### config.mk
export PLATFORM = sky130hd
export DESIGN_NAME = bpu_update_sched
export DESIGN_NICKNAME = d
export VERILOG_FILES = /design/src/rtl/bpu_update_sched.sv
export SDC_FILE = /design/constraint.sdc
export NUM_CORES = 1
export LEC_CHECK = 0
export CORE_AREA = 3 3 188 208
export DETAILED_ROUTE_END_ITERATION = 12
export DIE_AREA = 0 0 191 211
export PLACE_DENSITY = 0.84
export REMOVE_ABC_BUFFERS = 1
export SETUP_SLACK_MARGIN = 0.15
export SYNTH_ARGS = -nofsm -noshare
export SYNTH_HDL_FRONTEND = slang
export SYNTH_SLANG_ARGS = --single-unit
### constraint.sdc
create_clock -name clk -period 7.8 [get_ports clk]
set_input_delay 1.56 -clock clk [delete_from_list [all_inputs] [get_ports clk]]
set_output_delay 1.56 -clock clk [all_outputs]
set_load 0.05 [all_outputs]
### src/rtl/bpu_update_sched.sv
// Update scheduler for the next-PC predictor tables: two-wide in-order push queue,
// single-port drain, and a full-index clear sweep after reset or on request.
module bpu_update_sched #(
    parameter int h_width    = 14,
    parameter int k_width    = 14,
    parameter int ADDR_WIDTH = 30,
    parameter int DEPTH      = 4,
    parameter int IDX_W      = 14,
    parameter int PKT_W      = 2*ADDR_WIDTH + h_width + k_width + 8
) (
    input  logic             clk,
    input  logic             rst,
    input  logic             in0_valid,
    input  logic [PKT_W-1:0] in0_pkt,
    input  logic             in1_valid,
    input  logic [PKT_W-1:0] in1_pkt,
    output logic             in_ready,
    input  logic             stall,
    input  logic             init_req,
    output logic             upd_en,
    output logic [PKT_W-1:0] upd_pkt,
    output logic             clr_en,
    output logic [IDX_W-1:0] clr_idx,
    output logic             busy
);
    localparam int NUM_LANES = 2;
    localparam int PW = $clog2(DEPTH);
    localparam int CW = PW + 1;

    typedef enum logic [1:0] {INIT, RUN, DRAIN} state_t;

    state_t                           state, state_nxt;
    logic [PW-1:0]                    rd_ptr, wr_ptr;
    logic [CW-1:0]                    count, count_nxt;
    logic [PKT_W-1:0]                 mem [DEPTH];
    logic [NUM_LANES-1:0]             push;
    logic [NUM_LANES-1:0][PKT_W-1:0]  lane_pkt;
    logic [NUM_LANES-1:0][PW-1:0]     lane_addr;

    assign lane_pkt = {in1_pkt, in0_pkt};
    assign push     = {in1_valid, in0_valid} & {NUM_LANES{in_ready}};

    // Lane 1 lands behind lane 0 only when lane 0 actually pushes.
    assign lane_addr[0] = wr_ptr;
    assign lane_addr[1] = wr_ptr + PW'(push[0]);

    assign count_nxt = count + CW'(push[0]) + CW'(push[1]) - CW'(upd_en);
    assign upd_pkt   = upd_en ? mem[rd_ptr] : '0;

    always_comb begin
        state_nxt = state;
        in_ready  = (state == RUN) && (count <= CW'(DEPTH - 2));
        upd_en    = (state != INIT) && (count != '0) && !stall;
        clr_en    = (state == INIT);
        busy      = (state != RUN) || (count != '0);
        case (state)
            INIT:    if (clr_idx == '1) state_nxt = RUN;
            RUN:     if (init_req) state_nxt = (count == '0) ? INIT : DRAIN;
            DRAIN:   if (count_nxt == '0) state_nxt = INIT;
            default: state_nxt = INIT;
        endcase
    end

    always_ff @(posedge clk or posedge rst) begin
        if (rst) begin
            state   <= INIT;
            count   <= '0;
            rd_ptr  <= '0;
            wr_ptr  <= '0;
            clr_idx <= '0;
        end else begin
            state  <= state_nxt;
            count  <= count_nxt;
            rd_ptr <= rd_ptr + PW'(upd_en);
            wr_ptr <= wr_ptr + PW'(push[0]) + PW'(push[1]);
            // Wraps back to 0 on the final sweep cycle, ready for RUN.
            if (state == INIT) clr_idx <= clr_idx + IDX_W'(1);
        end
    end

    // Queue storage carries no reset; occupancy is governed by count alone.
    always_ff @(posedge clk) begin
        for (int l = 0; l < NUM_LANES; l++)
            if (push[l]) mem[lane_addr[l]] <= lane_pkt[l];
    end
endmodule

# Word-level counts from Yosys, hierarchy flattened
# Memory sizes are Yosys's and may differ from the RTL's.
# Cells that the tools add are included.
# totals
mem_count	1
latchBits	0
reg_bits	23
romBits	0
input_bits	198
ram_bits	384
# memory_table
memory	words	width	rd	rd_clocked_by_memory_dff	write_ports	line_no	rtl
mem	4	96	1	0	2	35	logic [PKT_W-1:0] mem [DEPTH];
# op_classes
addsub	7
order_cmp	1
n_div	0
shifts	0
multipliers	0
eq_ne	7
n_reduce_logical	11
n_mux	10
n_bitwise	1
# ops
op	count
2-to-1 mux 96 bit	1
adder 14 x 1 -> 14 bit (second input constant)	1
== test 14 bit (second input constant)	1
2-to-1 mux 2 bit	4
adder 2 x 1 -> 2 bit	3
adder 3 x 1 -> 3 bit	2
logical NOT 3 bit	2
one-hot mux 2 bit (3 select lines)	1
2-to-1 mux 1 bit	4
inequality test 2 x 1 -> 1 bit (second input constant)	2
inequality test 2 bit (second input constant)	2
<= comparator 3 x 2 -> 1 bit (second input constant)	1
logical AND 1 bit	3
AND reduction 3 bit	1
nonzero test 3 bit	1
subtractor 3 x 1 -> 3 bit	1
AND 2 bit	1
== test 2 x 1 -> 1 bit (second input constant)	1
== test 2 bit (second input constant)	1
logical NOT 2 bit	1
nonzero test 2 bit	1
logical NOT 1 bit	1
logical OR 1 bit	1

# Longest topological paths before layout
# logic_depth
word_depth	9
depth_mapped	12
mapped_depth_nobuf	11

# Worst setup path after synthesis
# OpenSTA, ideal clock, no wires.
# synth_path
kind	input port to flip-flop
startpoint	input port in0_valid
endpoint	memory mem[2][0] in the netlist's numbering, enable pin
required_ps	7218
arrival_time_ps	7096
setup_time_ps	582
path_slack_ps	122
n_path_buf	0
cell_stages	6
path_cell_list	nand3b_1 -> nor2_1 -> ha_1 -> and4bb_1 -> nand2_1 -> a21oi_1
# synth_rtl
item	line_no	rtl
start, declared	13	input logic in0_valid,
end, declared	35	

# Worst setup path in the final report
# layout_path
startpoint	input port stall
endpoint	output port upd_pkt[71]
# layout_between
elab_chain_len	3
# layout_rtl
item	line_no	rtl
start, declared	18	input logic stall,
logical NOT 1 bit	53	upd_en = (state != INIT) && (count != '0) && !stall;
logical AND 1 bit	53	
2-to-1 mux 96 bit	48	assign upd_pkt = upd_en ? mem[rd_ptr] : '0;
end, declared	21	output logic [PKT_W-1:0] upd_pkt,
# No other way between the ends.

==> results.toml <==
[yosys]
async_flop_share_pct = 5.651
yosysWarnings = 0
netlist_area_mm2 = 0.02031
yosysSeqAreaShare_pct = 59.60
ys_types = 41
ys_ff_latch = 407
synthFlopType = "edfxtp_1"
netlist_instances = 1151
avgSynthCellArea_um2 = 17.65
synth-edff-count = 384

[route]
wl_per_cell_um = 23.77
vias = 11591
ant_nets = 0
remaining_drc_errors = 0
finalWirelength_mm = 46.95
dr.pass1.iters = 5
viasPerCell = 5.869
drt_iter0_markers = 733

[die]
initial_core_util_pct = 54.71
rows = 74
fp.dieW_um = 191
die-area_mm2 = 0.04030
core-area_mm2 = 0.03713
die_height_um = 211
ioPinCount = 312

[worst_setup_path]
worstSetupPathType = "primary input to output port"
cp.required_ps = 6240
cp.arrival_ps = 3980
crit_fanout = 99
critPathMaxStageDelay_ps = 830
crit_top_cell = "clkdlybuf4s50_1"
cp_top_family = "buffers and inverters"
worstPathCellList = "clkdlybuf4s50_1 > nor3_4 > buf_4 > and2_1 > clkdlybuf4s50_1"
crit_buf_inv = 3
crit_path_top_delay_cell = "clkdlybuf4s50_1"
start_kind = "primary input"
worst_setup_path_end_kind = "output port"

[clock_network]
clk_pin_slew_ps = 60
clkSinkCount = 407
insertion_delay_ps = 530
cts_resized = 0
h-tree-depth = 2
clockBufferDepth = 3
ctsHoldBuffers = 0
post_cts_buffers = 0
cts-root-buf = "clkbuf_16"
cts_tree = "yes"
cts_buffers = 42

[grt]
gr-usage-met3_pct = 5.212
grt_pass1_vias = 12754
grt_max_degree = 100
grt_usage_pct = 23.39
busiest_layer = "met2"
grt_use_met1_pct = 30.93
grt_pass1_wl_mm = 72.60
antenna_found_initial = 5
grt_util_met2_pct = 39.34
grt-ovfl-total = 0

[placement]
place_congestion = 0.7695
hpwl_mm = 28.12
port_buffers = 311

[sta]
fmax_mhz = 180.5
min_period_ps = 5539
setup_tns_ps = 0
fin_skew_ps = 13.51
finalSetupViolations = 0
worst_pin_slew_ps = 1087
finalHoldViolations = 0
relSlewSlack_pct = 27.52
fin_crit_sh_pct = 71.01
rsz0062_at_grt = "no"
report.final.slew_viol_count = 0

[final_layout]
fin_util_pct = 67.56
layout-drive-gt1-share_pct = 29.98
area.growth.synth_to_final_pct = 23.50
n_antenna_cell = 0
final_nets = 1656

[run]
maxCapViolations = 0

[run_status]
outcome = "finished, final reports clean"

[power_and_ir_drop]
p_per_area_mw_per_mm2 = 221.5
peakVddDrop_mv = 0.2627
p_leak_nw = 8.377

[worst_hold_path]
hold_path_class = "flop to flop"
-- registers in the layout, summed over array words and instances, names as in the netlist --
register	cells
wr_ptr	2
rd_ptr	2
state	2
clr_idx	14
mem	384
count	3
-- area by class of cell --
type,count,area (um2)
flip-flops and latches,407,12110
fillers,2468,12040
multi-input cells,661,7840
repair buffers,330,3281
clock buffers,60,1140
well taps,494,618.1
clock inverters,15,62.56
inverters,8,30.03
-- per-stage QoR --
stage / instances / area [um2] / hold WS [ps] / setup slack, ps / total power [mW]
2_1_floorplan: 1076 / 19890 / 569.9 / 121.7 / 3.470
3_3_place_gp: 1900 / 23880 / 499.4 / 2333 / 3.805
3_5_place_dp: 1900 / 23880 / 500.8 / 2263 / 3.814
4_1_cts: 1975 / 25090 / 520.0 / 2262 / 5.618
5_1_grt: 1975 / 25090 / 526.2 / 2091 / 5.774
6_report: 1975 / 25090 / 524.4 / 2261 / 5.557
-- per-layer routing --
layer  up-vias  share of wire (%)  wire length [um]
met3        90                7.1              3331
met4         8                2.6              1202
li1       5184                  -                 -
met1      5927                 41             19050
met2       382                 50             23310
met5         -               0.12                57
-- cell families after synthesis --
group                      after synthesis  share of synthesized area, %
muxes                                  481                         31.99
AOI/OAI and AO/OA                       11                        0.4558
and+or+nand+nor                        143                         4.312
buffers and inverters                   83                         2.224
xor gates and xnor gates                18                        0.8501
DFF                                    407                         59.60
adders and majority gates                8                        0.5667
-- cell usage in the layout (no fill, tap or decap), drive strengths merged, types with 2 or more instances in the layout --
master / count
mux2: 385
nor3: 6
nor2: 6
or3b: 2
clkinv: 14
edfxtp: 384
ha: 6
dfrtp: 23
nand2: 11
mux4: 96
nor4: 4
nand4: 5
buf: 19
xnor2: 8
clkbuf: 60
xor2: 10
and2: 96
inv: 9
o211ai: 4
a21oi: 4
clkdlybuf4s50: 311
nand3: 3
fa: 2
-- cells in the mapped netlist, types with 6 or more instances --
| master | n | area share (%) |
|---|---|---|
| and2_1 | 96 | 3.0 |
| buf_2 | 34 | 0.84 |
| buf_4 | 10 | 0.37 |
| buf_6 | 8 | 0.44 |
| clkbuf_1 | 22 | 0.41 |
| dfrtp_1 | 23 | 2.8 |
| edfxtp_1 | 384 | 57 |
| ha_1 | 6 | 0.37 |
| inv_1 | 8 | 0.15 |
| mux2_1 | 118 | 6.5 |
| mux2_2 | 267 | 15 |
| mux4_2 | 96 | 11 |
| nand2_1 | 11 | 0.20 |
| nor2_1 | 6 | 0.11 |
| xnor2_1 | 7 | 0.30 |
| xor2_1 | 9 | 0.39 |
-- final timing paths --
check | startpoint | to | slack, ps | cells after the start
max | stall | upd_pkt[71] | 2260 | 5
min | clr_idx[13]$_DFFE_PP0P_ | clr_idx[13]$_DFFE_PP0P_ | 520 | 1
max reg2reg | count[1]$_DFF_PP0_ | mem[2][68]$_DFFE_PP_ | 3600 | 9
min reg2reg | clr_idx[13]$_DFFE_PP0P_ | clr_idx[13]$_DFFE_PP0P_ | 520 | 1
max in group asynchronous | rst | rd_ptr[1]$_DFF_PP0_ | 5610 | 2
min in group asynchronous | rst | clr_idx[8]$_DFFE_PP0P_ | 1520 | 2
-- report_power, final --
part	internal, mW	switching (mW)	total [mW]
sequential	2.42	0.191	2.62
combinational	0.654	0.485	1.14
clock	1.01	0.791	1.80
total	4.09	1.47	5.56
Note: power is estimated with default switching activity, not from simulation.
